==> src/rtl/reg_scoreboard_pkg.sv <==
// Register scoreboard shared definitions (package rf_pkg).
// Holds the register file geometry used by the scoreboard, its interface
// and the per-register counter.
//   REG_ADDR_W : width of a register address
//   NUM_REGS   : number of architectural registers
//   CNT_W      : width of each pending-write counter
//   REG_ZERO   : address of the hard-wired zero register
package rf_pkg;
    localparam int REG_ADDR_W = 5;
    localparam int NUM_REGS   = 32;
    localparam int CNT_W      = 2;
    localparam logic [REG_ADDR_W-1:0] REG_ZERO = '0;
endpackage

==> src/rtl/reg_scoreboard_if.sv <==
// Register scoreboard bus interface.
// Groups the decode-side issue request, writeback retire, flush and the
// scoreboard status outputs.
//   master : decode/writeback side (drives issue_*, reg_wr*, flush)
//   slave  : scoreboard side (drives stall_flag, issue_accept,
//            pending_mask, sb_error)
// Handshake: an instruction is accepted in a cycle exactly when
// issue_valid is high and stall_flag is low (issue_accept); a stalled
// instruction must be held by decode and is not recorded.
interface reg_scoreboard_if import rf_pkg::*; #(
    parameter int NUM_REGS = rf_pkg::NUM_REGS
);
    logic                  issue_valid;
    logic [REG_ADDR_W-1:0] issue_src_addr1;
    logic [REG_ADDR_W-1:0] issue_src_addr2;
    logic                  issue_src_use1;
    logic                  issue_src_use2;
    logic                  issue_wr;
    logic [REG_ADDR_W-1:0] issue_dest_addr;
    logic                  reg_wr;
    logic [REG_ADDR_W-1:0] reg_wr_addr;
    logic                  flush;
    logic                  stall_flag;
    logic                  issue_accept;
    logic [NUM_REGS-1:0]   pending_mask;
    logic                  sb_error;

    modport master (
        output issue_valid, issue_src_addr1, issue_src_addr2,
               issue_src_use1, issue_src_use2, issue_wr, issue_dest_addr,
               reg_wr, reg_wr_addr, flush,
        input  stall_flag, issue_accept, pending_mask, sb_error
    );

    modport slave (
        input  issue_valid, issue_src_addr1, issue_src_addr2,
               issue_src_use1, issue_src_use2, issue_wr, issue_dest_addr,
               reg_wr, reg_wr_addr, flush,
        output stall_flag, issue_accept, pending_mask, sb_error
    );
endinterface

==> src/rtl/reg_scoreboard_sb_counter.sv <==
// sb_counter: saturating up/down pending-write counter for one register.
// Ports:
//   clk, rst_n : clock, asynchronous active-low reset
//   i_inc      : accepted issue writing this register
//   i_dec      : retire of this register
//   i_clr      : flush, clears the counter and wins over inc/dec
//   o_count    : current count
//   o_err      : retire seen while count is zero (combinational pulse)
module sb_counter #(
    parameter int CNT_W = 2
) (
    input  logic             clk,
    input  logic             rst_n,
    input  logic             i_inc,
    input  logic             i_dec,
    input  logic             i_clr,
    output logic [CNT_W-1:0] o_count,
    output logic             o_err
);
    localparam logic [CNT_W-1:0] CNT_MAX = '1;

    logic [CNT_W-1:0] r_count;

    always_ff @(posedge clk or negedge rst_n) begin
        if (!rst_n) begin
            r_count <= '0;
        end else if (i_clr) begin
            r_count <= '0;
        end else if (i_inc && !i_dec && (r_count != CNT_MAX)) begin
            r_count <= r_count + 1'b1;
        end else if (i_dec && !i_inc && (r_count != '0)) begin
            r_count <= r_count - 1'b1;
        end
    end

    // A same-cycle issue covers the retire, so only a lone retire at zero
    // is an underflow. Flush cancels everything, including the error.
    assign o_err   = i_dec && !i_inc && !i_clr && (r_count == '0);
    assign o_count = r_count;
endmodule

==> src/rtl/reg_scoreboard.sv <==
// reg_scoreboard: tracks in-flight register writes and stalls decode on
// read-after-write hazards or when a destination counter is saturated.
// Ports:
//   clk   : clock
//   reset : asynchronous active-low reset
//   sb    : reg_scoreboard_if.slave (issue, retire, flush, status)
// Option: define SCOREBOARD_BYPASS_EN to let a source whose only pending
// writer retires in the same cycle proceed without a stall bubble.
module reg_scoreboard import rf_pkg::*; #(
    parameter int NUM_REGS = rf_pkg::NUM_REGS,
    parameter int CNT_W    = rf_pkg::CNT_W
) (
    input  logic               clk,
    input  logic               reset,
    reg_scoreboard_if.slave    sb
);
    localparam logic [CNT_W-1:0] CNT_MAX = '1;
    localparam logic [CNT_W-1:0] CNT_ONE = CNT_W'(1);

    logic [CNT_W-1:0]    w_cnt [NUM_REGS];
    logic [NUM_REGS-1:0] w_err;
    logic [NUM_REGS-1:0] w_mask;
    logic                w_issue_fire;
    logic                w_stall;
    logic                w_src1_busy, w_src2_busy;
    logic                w_src1_byp, w_src2_byp;
    logic                w_dest_full;
    logic                r_sb_error;

    // Register 0 is hard-wired: never pending, never stalls, never errors.
    assign w_cnt[0] = '0;
    assign w_err[0] = 1'b0;

    for (genvar i = 1; i < NUM_REGS; i++) begin : g_cnt
        logic w_inc;
        logic w_dec;
        assign w_inc = w_issue_fire && sb.issue_wr &&
                       (sb.issue_dest_addr == REG_ADDR_W'(i));
        assign w_dec = sb.reg_wr && (sb.reg_wr_addr == REG_ADDR_W'(i));
        sb_counter #(.CNT_W(CNT_W)) u_cnt (
            .clk     (clk),
            .rst_n   (reset),
            .i_inc   (w_inc),
            .i_dec   (w_dec),
            .i_clr   (sb.flush),
            .o_count (w_cnt[i]),
            .o_err   (w_err[i])
        );
    end

    always_comb begin
        w_mask = '0;
        for (int i = 0; i < NUM_REGS; i++) begin
            w_mask[i] = (w_cnt[i] != '0);
        end
    end

    assign w_src1_busy = sb.issue_src_use1 && (w_cnt[sb.issue_src_addr1] != '0);
    assign w_src2_busy = sb.issue_src_use2 && (w_cnt[sb.issue_src_addr2] != '0);

`ifdef SCOREBOARD_BYPASS_EN
    // The last outstanding writer retiring this cycle clears the hazard.
    assign w_src1_byp = sb.reg_wr && (sb.reg_wr_addr == sb.issue_src_addr1) &&
                        (w_cnt[sb.issue_src_addr1] == CNT_ONE);
    assign w_src2_byp = sb.reg_wr && (sb.reg_wr_addr == sb.issue_src_addr2) &&
                        (w_cnt[sb.issue_src_addr2] == CNT_ONE);
`else
    assign w_src1_byp = 1'b0;
    assign w_src2_byp = 1'b0;
`endif

    // Stalling on a full destination is what keeps the counters from wrapping.
    assign w_dest_full = sb.issue_wr && (sb.issue_dest_addr != REG_ZERO) &&
                         (w_cnt[sb.issue_dest_addr] == CNT_MAX);

    assign w_stall = sb.issue_valid &&
                     ((w_src1_busy && !w_src1_byp) ||
                      (w_src2_busy && !w_src2_byp) ||
                      w_dest_full);
    assign w_issue_fire = sb.issue_valid && !w_stall;

    always_ff @(posedge clk or negedge reset) begin
        if (!reset) begin
            r_sb_error <= 1'b0;
        end else if (|w_err) begin
            r_sb_error <= 1'b1;
        end
    end

    assign sb.stall_flag   = w_stall;
    assign sb.issue_accept = w_issue_fire;
    assign sb.pending_mask = w_mask;
    assign sb.sb_error     = r_sb_error;
endmodule

==> src/flat_wrapper.sv <==
// flat-port wrapper written by rule: the top's interface ports become plain ports
module reg_scoreboard_flat import rf_pkg::*;
#(
    parameter int NUM_REGS = rf_pkg::NUM_REGS,
    parameter int CNT_W    = rf_pkg::CNT_W
)
  (clk, reset, sb_issue_valid, sb_issue_src_addr1, sb_issue_src_addr2, sb_issue_src_use1, sb_issue_src_use2, sb_issue_wr, sb_issue_dest_addr, sb_reg_wr, sb_reg_wr_addr, sb_flush, sb_stall_flag, sb_issue_accept, sb_pending_mask, sb_sb_error);
  reg_scoreboard_if #(.NUM_REGS(NUM_REGS)) sb_i ();
  input  logic clk;
  input  logic reset;
  input wire logic [$bits(sb_i.issue_valid)-1:0] sb_issue_valid;
  input wire logic [$bits(sb_i.issue_src_addr1)-1:0] sb_issue_src_addr1;
  input wire logic [$bits(sb_i.issue_src_addr2)-1:0] sb_issue_src_addr2;
  input wire logic [$bits(sb_i.issue_src_use1)-1:0] sb_issue_src_use1;
  input wire logic [$bits(sb_i.issue_src_use2)-1:0] sb_issue_src_use2;
  input wire logic [$bits(sb_i.issue_wr)-1:0] sb_issue_wr;
  input wire logic [$bits(sb_i.issue_dest_addr)-1:0] sb_issue_dest_addr;
  input wire logic [$bits(sb_i.reg_wr)-1:0] sb_reg_wr;
  input wire logic [$bits(sb_i.reg_wr_addr)-1:0] sb_reg_wr_addr;
  input wire logic [$bits(sb_i.flush)-1:0] sb_flush;
  output wire logic [$bits(sb_i.stall_flag)-1:0] sb_stall_flag;
  output wire logic [$bits(sb_i.issue_accept)-1:0] sb_issue_accept;
  output wire logic [$bits(sb_i.pending_mask)-1:0] sb_pending_mask;
  output wire logic [$bits(sb_i.sb_error)-1:0] sb_sb_error;
  assign sb_i.issue_valid = sb_issue_valid;
  assign sb_i.issue_src_addr1 = sb_issue_src_addr1;
  assign sb_i.issue_src_addr2 = sb_issue_src_addr2;
  assign sb_i.issue_src_use1 = sb_issue_src_use1;
  assign sb_i.issue_src_use2 = sb_issue_src_use2;
  assign sb_i.issue_wr = sb_issue_wr;
  assign sb_i.issue_dest_addr = sb_issue_dest_addr;
  assign sb_i.reg_wr = sb_reg_wr;
  assign sb_i.reg_wr_addr = sb_reg_wr_addr;
  assign sb_i.flush = sb_flush;
  assign sb_stall_flag = sb_i.stall_flag;
  assign sb_issue_accept = sb_i.issue_accept;
  assign sb_pending_mask = sb_i.pending_mask;
  assign sb_sb_error = sb_i.sb_error;
  reg_scoreboard #(.NUM_REGS(NUM_REGS), .CNT_W(CNT_W)) u_core (.clk(clk), .reset(reset), .sb(sb_i));
endmodule
==> config.mk <==
export PLATFORM = sky130hd
export DESIGN_NAME = reg_scoreboard_flat
export DESIGN_NICKNAME = d
export VERILOG_FILES = /design/src/rtl/reg_scoreboard_pkg.sv /design/src/rtl/reg_scoreboard_if.sv /design/src/rtl/reg_scoreboard_sb_counter.sv /design/src/rtl/reg_scoreboard.sv /design/src/flat_wrapper.sv
export SDC_FILE = /design/constraint.sdc
export NUM_CORES = 1
export LEC_CHECK = 0
export BUFFER_PORTS_ARGS = -buffer_cell sky130_fd_sc_hd__buf_2
export CORE_MARGIN = 10
export CORE_UTILIZATION = 40
export CTS_BUF_LIST = sky130_fd_sc_hd__clkbuf_8
export DETAILED_ROUTE_END_ITERATION = 8
export PLACE_DENSITY = 0.65
export SLEW_MARGIN = 20
export SYNTH_ARGS = -nofsm -noshare
export SYNTH_HDL_FRONTEND = slang
export SYNTH_SLANG_ARGS = --single-unit
==> constraint.sdc <==
create_clock -name clk -period 8.1 [get_ports clk]
set_input_delay 0.405 -clock clk [delete_from_list [all_inputs] [get_ports clk]]
set_output_delay 0.405 -clock clk [all_outputs]
set_load 0.005 [all_outputs]
=== Word level (Yosys, flattened, before mapping) ===
Index checks and enable logic that the tools add are counted.
Widths: inputs -> output; s select.

* $add $sub $neg: 62
* Multipliers: 0
* Divide/modulo/power cells: 0
* Magnitude comparators: 3
* Equal/unequal tests: 94
* Shift operators: 0
* Muxes and demuxes: 102
* Bitwise operators: 3
* Reductions and logical operators: 418

{| class="wikitable"
|+ Operators by type and width
! operator !! count
|-
| $logic_and 1x1->1 || 255
|-
| $mux 2 || 99
|-
| $eq 5x5->1 const B || 32
|-
| $reduce_bool 3->1 || 31
|-
| $eq 5x4->1 const B || 16
|-
| $reduce_bool 2->1 || 33
|-
| $logic_not 1->1 || 64
|-
| $add 2x1->2 const B || 31
|-
| $logic_not 2->1 || 31
|-
| $ne 2x2->1 const B || 31
|-
| $sub 2x1->2 const B || 31
|-
| $eq 5x3->1 const B || 8
|-
| $reduce_or 31->1 || 1
|-
| $bmux 2 s5 || 3
|-
| $eq 5x2->1 const B || 4
|-
| $ge 6x6->1 const B || 3
|-
| $not 5->6 || 3
|-
| $eq 5x1->1 const B || 2
|-
| $reduce_bool 5->1 || 1
|-
| $eq 2x2->1 const B || 1
|-
| $logic_or 1x1->1 || 2
|}

* Flip-flop bits (word level): 63
* Latch bits: 0
* Memory bits (writable): 0
* ROM bits: 0
* Input bits: 28
* Output and inout bits: 35
* Word-level logic and storage cells: 714
* Memories: 0

=== Logic depth before layout (Yosys ltp) ===
Gate-level depths: netlist of the first run.

* Depth in word-level cells: 19
* Mapped depth: 13
* Gate-level depth less buffers: 10

=== Cells and area by module ===
A second synthesis of the first run with hierarchy kept.

* Cell total of the unflattened synthesis: 755
* Area total of the unflattened synthesis: 6319.8 um^2

{| class="wikitable"
|+ By module, submodules not included
! module !! times used !! cells each !! area an instance (um^2) !! sequential area each (um^2)
|-
| sb_counter || 31 || 13 || 123.9 || 50.0
|-
| reg_scoreboard || 1 || 352 || 2479.9 || 25.0
|}

=== Worst setup path before layout of the first run ===
OpenSTA, ideal clock, no wires.

* Kind: input to register
* Start: input port sb_issue_src_addr2[1]
* End: register u_core.r_sb_error (netlist: u_core.sb.sb_error)
* Setup time: 0.149 ns
* Arrival: 2.915 ns
* Required time: 7.951 ns
* Path slack: 5.036 ns
* Stages on the path: 12
* Path buffers: 2
* Path through: buf_6 > buf_8 > nor3_2 > a21oi_1 > mux4_2 > a32oi_1 > a21bo_4 > nor4_4 > a211oi_1 > a2111o_1 > nor4_1 > a41oi_1

* Cells in the longest elaborated chain, start to end: 18
* Elaborated cells on any way between the ends: 168
* Those cells by class: mux: 3; bitwise: 1; reduce/logical: 164

{| class="wikitable"
|+ Ends and longest elaborated chain
! item !! RTL line !! text
|-
| from (decl) || flat_wrapper.sv:13 || <nowiki>input wire logic [$bits(sb_i.issue_src_addr2)-1:0] sb_issue_src_addr2;</nowiki>
|-
| $not 5->6 (not written as such) (*) || reg_scoreboard.sv:59 || <nowiki>assign w_src2_busy = sb.issue_src_use2 && (w_cnt[sb.issue_src_addr2] != '0);</nowiki>
|-
| $bmux 2 s5 (*) || reg_scoreboard.sv:59 ||
|-
| $mux 2 (not written as such) (*) (2 in series) || reg_scoreboard.sv:59 ||
|-
| $reduce_bool 2->1 (*) || reg_scoreboard.sv:59 ||
|-
| $logic_and 1x1->1 (*) || reg_scoreboard.sv:59 ||
|-
| $logic_or 1x1->1 (*) || reg_scoreboard.sv:77 || <nowiki>((w_src1_busy && !w_src1_byp) ||</nowiki>
|-
| $logic_or 1x1->1 (*) || reg_scoreboard.sv:78 || <nowiki>(w_src2_busy && !w_src2_byp) ||</nowiki>
|-
| $logic_and 1x1->1 (*) || reg_scoreboard.sv:76 || <nowiki>assign w_stall = sb.issue_valid &&</nowiki>
|-
| $logic_not 1->1 (*) || reg_scoreboard.sv:80 || <nowiki>assign w_issue_fire = sb.issue_valid && !w_stall;</nowiki>
|-
| $logic_and 1x1->1 (*) || reg_scoreboard.sv:80 ||
|-
| $logic_and 1x1->1 (*) || reg_scoreboard.sv:37 || <nowiki>assign w_inc = w_issue_fire && sb.issue_wr &&</nowiki>
|-
| $logic_and 1x1->1 || reg_scoreboard.sv:37 ||
|-
| $logic_not 1->1 || reg_scoreboard_sb_counter.sv:38 || <nowiki>assign o_err = i_dec && !i_inc && !i_clr && (r_count == '0);</nowiki>
|-
| $logic_and 1x1->1 (3 in series) || reg_scoreboard_sb_counter.sv:38 ||
|-
| $reduce_or 31->1 (*) || reg_scoreboard.sv:85 || <nowiki>end else if (|w_err) begin</nowiki>
|-
| to (signal assigned) || reg_scoreboard.sv:84 || <nowiki>r_sb_error <= 1'b0;</nowiki>
|-
| to (signal assigned) || reg_scoreboard.sv:86 || <nowiki>r_sb_error <= 1'b1;</nowiki>
|-
| to (decl) || reg_scoreboard.sv:28 || <nowiki>logic r_sb_error;</nowiki>
|}

Every way passes the cells marked *; elsewhere a longest branch is shown, timed or not. The select of a mux whose other input is x is not followed.
A chain may end at the register's enable or synchronous reset.

=== Worst setup path after layout of the first run ===
* Start: register u_core.g_cnt[2].u_cnt.r_count[0]
* End: register u_core.r_sb_error (netlist: u_core.sb.sb_error)

* Cells in the longest elaborated chain, start to end: 17
* Elaborated cells on any way between the ends: 178
* Those cells by class: eq/ne: 1; mux: 9; reduce/logical: 168

{| class="wikitable"
|+ Ends and longest elaborated chain
! item !! RTL line !! text
|-
| from (decl) || reg_scoreboard_sb_counter.sv:22 || <nowiki>logic [CNT_W-1:0] r_count;</nowiki>
|-
| from (signal assigned) || reg_scoreboard_sb_counter.sv:30 || <nowiki>r_count <= r_count + 1'b1;</nowiki>
|-
| from (signal assigned) || reg_scoreboard_sb_counter.sv:32 || <nowiki>r_count <= r_count - 1'b1;</nowiki>
|-
| $bmux 2 s5 (on tied branches) || reg_scoreboard.sv:58, reg_scoreboard.sv:59 ||
|-
| $mux 2 (on tied branches) (2 in series) || reg_scoreboard.sv:58, reg_scoreboard.sv:59 ||
|-
| $reduce_bool 2->1 (on tied branches) || reg_scoreboard.sv:58, reg_scoreboard.sv:59 ||
|-
| $logic_and 1x1->1 (on tied branches) || reg_scoreboard.sv:58, reg_scoreboard.sv:59 ||
|-
| $logic_or 1x1->1 || reg_scoreboard.sv:77 ||
|-
| $logic_or 1x1->1 || reg_scoreboard.sv:78 ||
|-
| $logic_and 1x1->1 || reg_scoreboard.sv:76 ||
|-
| $logic_not 1->1 || reg_scoreboard.sv:80 ||
|-
| $logic_and 1x1->1 || reg_scoreboard.sv:80 ||
|-
| $logic_and 1x1->1 (2 in series) || reg_scoreboard.sv:37 ||
|-
| $logic_not 1->1 || reg_scoreboard_sb_counter.sv:38 ||
|-
| $logic_and 1x1->1 (3 in series) || reg_scoreboard_sb_counter.sv:38 ||
|-
| $reduce_or 31->1 (*) || reg_scoreboard.sv:85 ||
|}

Marks and branches as above.

==> results.sh, run 1 <==
export IMPL_grt_max_degree=64
export IMPL_fmax_ghz=0.264
export IMPL_synth_ff_type="dfrtp_1"
export IMPL_setup_worst_path_end="u_core.sb.sb_error"
export IMPL_ys_seq_elements=63
export IMPL_timing_rr_start="u_core.g_cnt[2].u_cnt.o_count[0]"
export IMPL_finalMaxSlewViolations=0
export IMPL_swShare=0.294
export IMPL_post_cts_resized=0
export IMPL_arrival_ps=4030
export IMPL_startpoint_type="flip-flop"
export IMPL_dieWidth_um=137
export IMPL_final_nets=787
export IMPL_synth_area_leader_cell="dfrtp_1"
export IMPL_yosysMostFrequentCell="nor2_1"
export IMPL_clock_sinks=63
export IMPL_path_class="reg2reg"
export IMPL_rows=42
export IMPL_drive_gt1_frac=0.156
export IMPL_fin_util=0.459
export IMPL_power_frac_comb=0.160
export IMPL_via_per_inst=6.25
export IMPL_p_switching_w=0.000228
export IMPL_min_delay_path_class="in2async"
export IMPL_synth_edff_count=0
export IMPL_port_buffers=61
export IMPL_rsz0062_at_grt="no"
export IMPL_worst_pin_slew_ps=1110
export IMPL_fillers=1398
export IMPL_dp_hpwl_mm=15.8
export IMPL_crit_path_end_kind="flip-flop"
export IMPL_clk_pin_slew_ps=80
export IMPL_cp_startpoint="u_core.g_cnt[2].u_cnt.o_count[0]"
export IMPL_setup_ws_ps=4310
export IMPL_async_flop_share=1.00
export IMPL_clk_latency_ps=380
export IMPL_die_area_um2=18800
export IMPL_seqPwrFrac=0.420
export IMPL_drv_cap=0
export IMPL_skew_ps=13.2
export IMPL_ys_seq_area_frac=0.287
export IMPL_antenna_cells=0
export IMPL_totalWireLength_mm=20.6
export IMPL_grt_pass1_wl_mm=31.7
export IMPL_cp_required_ps=8330
export IMPL_fin_setup_tns_ps=0
export IMPL_syn_to_final_growth_pct=11.6
export IMPL_initial_core_util=0.411
export IMPL_syn_area_per_cell_um2=7.68
export IMPL_ant_nets=0
export IMPL_relSlewSlack=0.260
export IMPL_r2r_cells=10
export IMPL_min_period_ps=3790
export IMPL_core_um2=13300
export IMPL_antenna_found_initial=0
export IMPL_place_congestion=1.01
export IMPL_post_cts_buffers=0
export IMPL_status="finished clean"
export IMPL_wire_per_inst_um=22.0
export IMPL_cts_tree="built"
export IMPL_hold_slack_ps=209
export IMPL_synthTopCellsByArea="dfrtp_1, nor2_1, mux4_2"
export IMPL_track_usage=0.219
export IMPL_syn_cell_area_um2=5490
export IMPL_cp_max_fo=7
export IMPL_p_int_w=0.000546
export IMPL_dr_total_vias=5872
export IMPL_drc=0
export IMPL_die_h_um=137
export IMPL_hold_viol=0
export IMPL_yosys_top_cells_count="nor2_1, nand2_1, dfrtp_1"
export IMPL_cts_made_buffers=9
export IMPL_root_buffer="clkbuf_8"
export IMPL_firstDrtPassIters=5
export IMPL_setup_viol_count_final=0
export IMPL_cts_path_max_buffers=2
export IMPL_yosysTopAreaCellShare=0.287
export IMPL_syn_num_nets=743
export IMPL_drtIter0Drc=622
export IMPL_power_density_nw_per_um2=126
export IMPL_hold_buffers=0
export IMPL_first_global_vias=5727
export IMPL_grt_overflow_total=0
export IMPL_reg2reg_slack_ps=4310
export IMPL_worst_r2r_endpoint="u_core.sb.sb_error"
export IMPL_p_clk_frac=0.420
export IMPL_synth_cells=715
export IMPL_power_leakage_nw=2.79
export IMPL_synth_cell_types=71
export IMPL_ios=63
export IMPL_timing_final_crit_share=0.468
export IMPL_dp_worst_setup_slack_ps=3750
export IMPL_ir_drop_v=0.0000584
export IMPL_cts_htree_levels=3
export IMPL_synth_warnings=0
[metrics by stage]
stage	cell area [um^2]	std cells	total power, W
CTS	6110	939	0.000775
floorplan	5490	715	0.000401
finish	6130	940	0.000774
global placement	5890	923	0.000449
detailed placement	5890	923	0.000451
global route	6130	940	0.000800
[power by group through the flow]
stage / combinational (W) / sequential [W] / clock (W)
2_1_floorplan: 0.0000730 / 0.000328 / 0
3_3_place_gp: 0.000118 / 0.000331 / 0
3_5_place_dp: 0.000120 / 0.000331 / 0
4_1_cts: 0.000121 / 0.000325 / 0.000330
5_1_grt: 0.000136 / 0.000325 / 0.000340
6_report: 0.000124 / 0.000325 / 0.000325
[per-layer routing]
layer,track usage,wire length (um),vias up
met1,0.267,8370,2836
li1,-,-,2696
met3,0.0601,1800,68
met4,0.108,928,0
met5,0,0,-
met2,0.350,9540,272
[layout make-up]
type	instances	area, um^2	area share
tap	176	220	0.0359
multi-input combinational	586	3640	0.593
sequential	63	1580	0.257
clock buffer	11	151	0.0247
timing repair buffer	65	343	0.0560
clock inverter	5	72.6	0.0118
inverter	34	128	0.0208
[state kept, by name, indices dropped and copies added (netlist names)]
| register | count |
|---|---|
| u_core.g_cnt.u_cnt.o_count | 62 |
| u_core.sb.sb_error | 1 |
[how the worst min path moves through the flow]
stage / to / depth (start not counted)
after floorplan: u_core.g_cnt[10].u_cnt.o_count[0] / 0
after global placement: u_core.g_cnt[23].u_cnt.o_count[0] / 2
after detailed placement: u_core.g_cnt[17].u_cnt.o_count[1] / 2
after CTS: u_core.g_cnt[8].u_cnt.o_count[1] / 2
after global routing: u_core.g_cnt[14].u_cnt.o_count[1] / 2
final: u_core.g_cnt[8].u_cnt.o_count[1] / 2
[cell usage in the layout, fill, tap and decap left out, types with 3 or more instances in the layout]
master / n
a211oi_1: 24
buf_4: 3
o21bai_1: 8
dfrtp_1: 63
nor2b_1: 8
or2_2: 8
and3_1: 12
and2_1: 25
a221oi_1: 3
nor3_1: 21
nor4_1: 3
nor3_2: 3
nor2_1: 111
a31oi_1: 7
buf_2: 61
a2111oi_0: 4
mux2i_1: 6
a21o_1: 3
o21a_1: 6
xor2_1: 4
nand4_1: 5
o211ai_1: 8
nand2b_1: 11
a21oi_1: 60
a311oi_1: 9
nand3_1: 27
mux2_2: 4
mux4_2: 18
xnor2_1: 9
clkbuf_8: 11
nor3b_1: 12
inv_1: 34
o21ai_0: 50
nand2_1: 75
[cells by family after synthesis]
| family | after synthesis | synth area share |
|---|---|---|
| flops | 63 | 0.287 |
| buf+inv | 66 | 0.0508 |
| compound gates | 207 | 0.245 |
| mux | 28 | 0.0930 |
| simple gates | 337 | 0.303 |
| other cells | 1 | 0.000683 |
| xor+xnor | 13 | 0.0207 |
[worst max-delay path: stages (launching register included)]
cell	delay (ps)
dfrtp_1	430
nor2_1	430
inv_1	150
a221o_1	350
a32oi_1	260
a21bo_4	310
nor4_4	500
nand2_1	240
a2111o_1	490
nor4_1	320
a41oi_1	160
Note: power is estimated with default switching activity, not from simulation.
==> run 2: changes to the inputs <==
- clock period: 8.1 -> 3.81 ns (I/O delays scaled with it)
==> results.sh, run 2 (synthesis results as in run 1) <==
export IMPL_status="finished clean"
export IMPL_die_h_um=137
export IMPL_root_buffer="clkbuf_8"
export IMPL_power_leakage_nw=2.86
export IMPL_finalMaxSlewViolations=0
export IMPL_p_int_w=0.00103
export IMPL_min_delay_path_class="in2reg"
export IMPL_fmax_ghz=0.278
export IMPL_antenna_found_initial=0
export IMPL_min_path_cells=4
export IMPL_timing_final_crit_share=0.943
export IMPL_largest_reg_flops=62
export IMPL_dieWidth_um=137
export IMPL_ant_nets=0
export IMPL_place_congestion=1.01
export IMPL_layout_commonest_cell="nor2_1"
export IMPL_crit_path_end_kind="flip-flop"
export IMPL_cp_required_ps=4050
export IMPL_clock_sinks=63
export IMPL_ios=63
export IMPL_seqPwrFrac=0.461
export IMPL_port_buffers=61
export IMPL_clk_pin_slew_ps=70
export IMPL_initial_core_util=0.411
export IMPL_rows=42
export IMPL_cpMaxStageDelayCell="nor4_1"
export IMPL_drtIter0Drc=627
export IMPL_hold_viol=0
export IMPL_via_per_inst=6.37
export IMPL_startpoint_type="flip-flop"
export IMPL_drc=0
export IMPL_p_switching_w=0.000474
export IMPL_worst_pin_slew_ps=917
export IMPL_cts_path_max_buffers=2
export IMPL_die_area_um2=18800
export IMPL_setup_viol_count_final=0
export IMPL_firstDrtPassIters=5
export IMPL_final_nets=808
export IMPL_clk_latency_ps=370
export IMPL_path_class="reg2reg"
export IMPL_syn_to_final_growth_pct=13.3
export IMPL_path_buf_inv=1
export IMPL_worstPathCellList="nor2_2 -> a21oi_1 -> mux4_2 -> a32oi_1 -> a21bo_4 -> nor4_1 -> nor2_1 -> a2111oi_0 -> buf_4 -> a41oi_1"
export IMPL_fin_util=0.466
export IMPL_dp_hpwl_mm=17.0
export IMPL_drive_gt1_frac=0.175
export IMPL_grt_overflow_total=0
export IMPL_antenna_cells=0
export IMPL_grtUsageMet3=0.0619
export IMPL_reg2reg_slack_ps=220
export IMPL_swShare=0.315
export IMPL_min_period_ps=3590
export IMPL_cts_tree="built"
export IMPL_crit_cells=10
export IMPL_dr_total_vias=6111
export IMPL_arrival_ps=3830
export IMPL_power_density_nw_per_um2=242
export IMPL_cts_made_buffers=9
export IMPL_ir_drop_v=0.000152
export IMPL_power_frac_comb=0.187
export IMPL_slowest_delay_ps=610
export IMPL_rsz0062_at_grt="no"
export IMPL_grt_busiest_layer="met2"
export IMPL_first_global_vias=5994
export IMPL_p_clk_frac=0.352
export IMPL_totalWireLength_mm=21.7
export IMPL_post_cts_buffers=0
export IMPL_cts_htree_levels=3
export IMPL_fin_setup_tns_ps=0
export IMPL_cp_max_fo=7
export IMPL_track_usage=0.232
export IMPL_wire_per_inst_um=22.7
export IMPL_drv_cap=0
export IMPL_r2r_cells=10
export IMPL_grt_max_degree=36
export IMPL_relSlewSlack=0.386
export IMPL_grt_pass1_wl_mm=33.3
export IMPL_final_cell_mix="nor2_1, nand2_1, dfrtp_1"
export IMPL_grtUsageMet1=0.275
export IMPL_gr_usage_met2=0.387
export IMPL_skew_ps=10.4
export IMPL_critical_path_top_delay_family="compound AO/OA/AOI/OAI gates"
export IMPL_core_um2=13300
## run 2: layout make-up
cell class	count	area [um^2]
fill	1387	7130
sequential	63	1580
clock inverter	3	12.5
tap	176	220
inverter	34	128
timing repair buffer	86	495
multi-input combinational	586	3640
clock buffer	11	151
## run 2: path summary, 6_finish.rpt
check | from | endpoint
min in group asynchronous | reset | u_core.g_cnt[12].u_cnt.o_count[0]
worst max-delay path | u_core.g_cnt[15].u_cnt.o_count[0] | u_core.sb.sb_error
worst min register to register | u_core.g_cnt[17].u_cnt.o_count[1] | u_core.g_cnt[17].u_cnt.o_count[1]
worst max register to register | u_core.g_cnt[15].u_cnt.o_count[0] | u_core.sb.sb_error
max in group asynchronous | reset | u_core.g_cnt[25].u_cnt.o_count[0]
worst min-delay path | sb_reg_wr_addr[0] | u_core.g_cnt[8].u_cnt.o_count[0]
## run 2: power by group through the flow
stage	clock network (W)	logic (W)	registers [W]
floorplan	0	0.000155	0.000697
global placement	0	0.000269	0.000703
detailed placement	0	0.000272	0.000703
CTS	0.000542	0.000275	0.000691
global route	0.000574	0.000299	0.000692
finish	0.000529	0.000281	0.000693
## run 2: what timing repair did
item / in CTS / in global routing
endpoints found under the hold margin: 34 / 0
gates resized for setup: 0 / 0
hold buffers: 1 / 0
## run 2: metal layers
| metal | vias to the layer above | part of all wire |
|---|---|---|
| li1 | 2726 | - |
| met1 | 2956 | 0.39 |
| met2 | 359 | 0.47 |
| met3 | 70 | 0.094 |
| met4 | 0 | 0.043 |
| met5 | - | 0 |
## run 2: worst register-to-register path: stages, from the launching register on
cell       delay [ps]
dfrtp_1           460
nor2_2            250
a21oi_1           110
mux4_2            510
a32oi_1           190
a21bo_4           300
nor4_1            620
nor2_1            180
a2111oi_0         540
buf_4             210
a41oi_1           100
## run 2: metrics by stage
step	worst slack (ps)	area [um^2]	instances	hold WS, ps	total power, W
after floorplan	826	5490	715	-105	0.000853
after global placement	385	6050	944	356	0.000972
after detailed placement	336	6050	944	370	0.000976
after CTS	314	6220	959	270	0.00151
after global routing	36.4	6220	959	306	0.00156
final	219	6220	959	294	0.00150
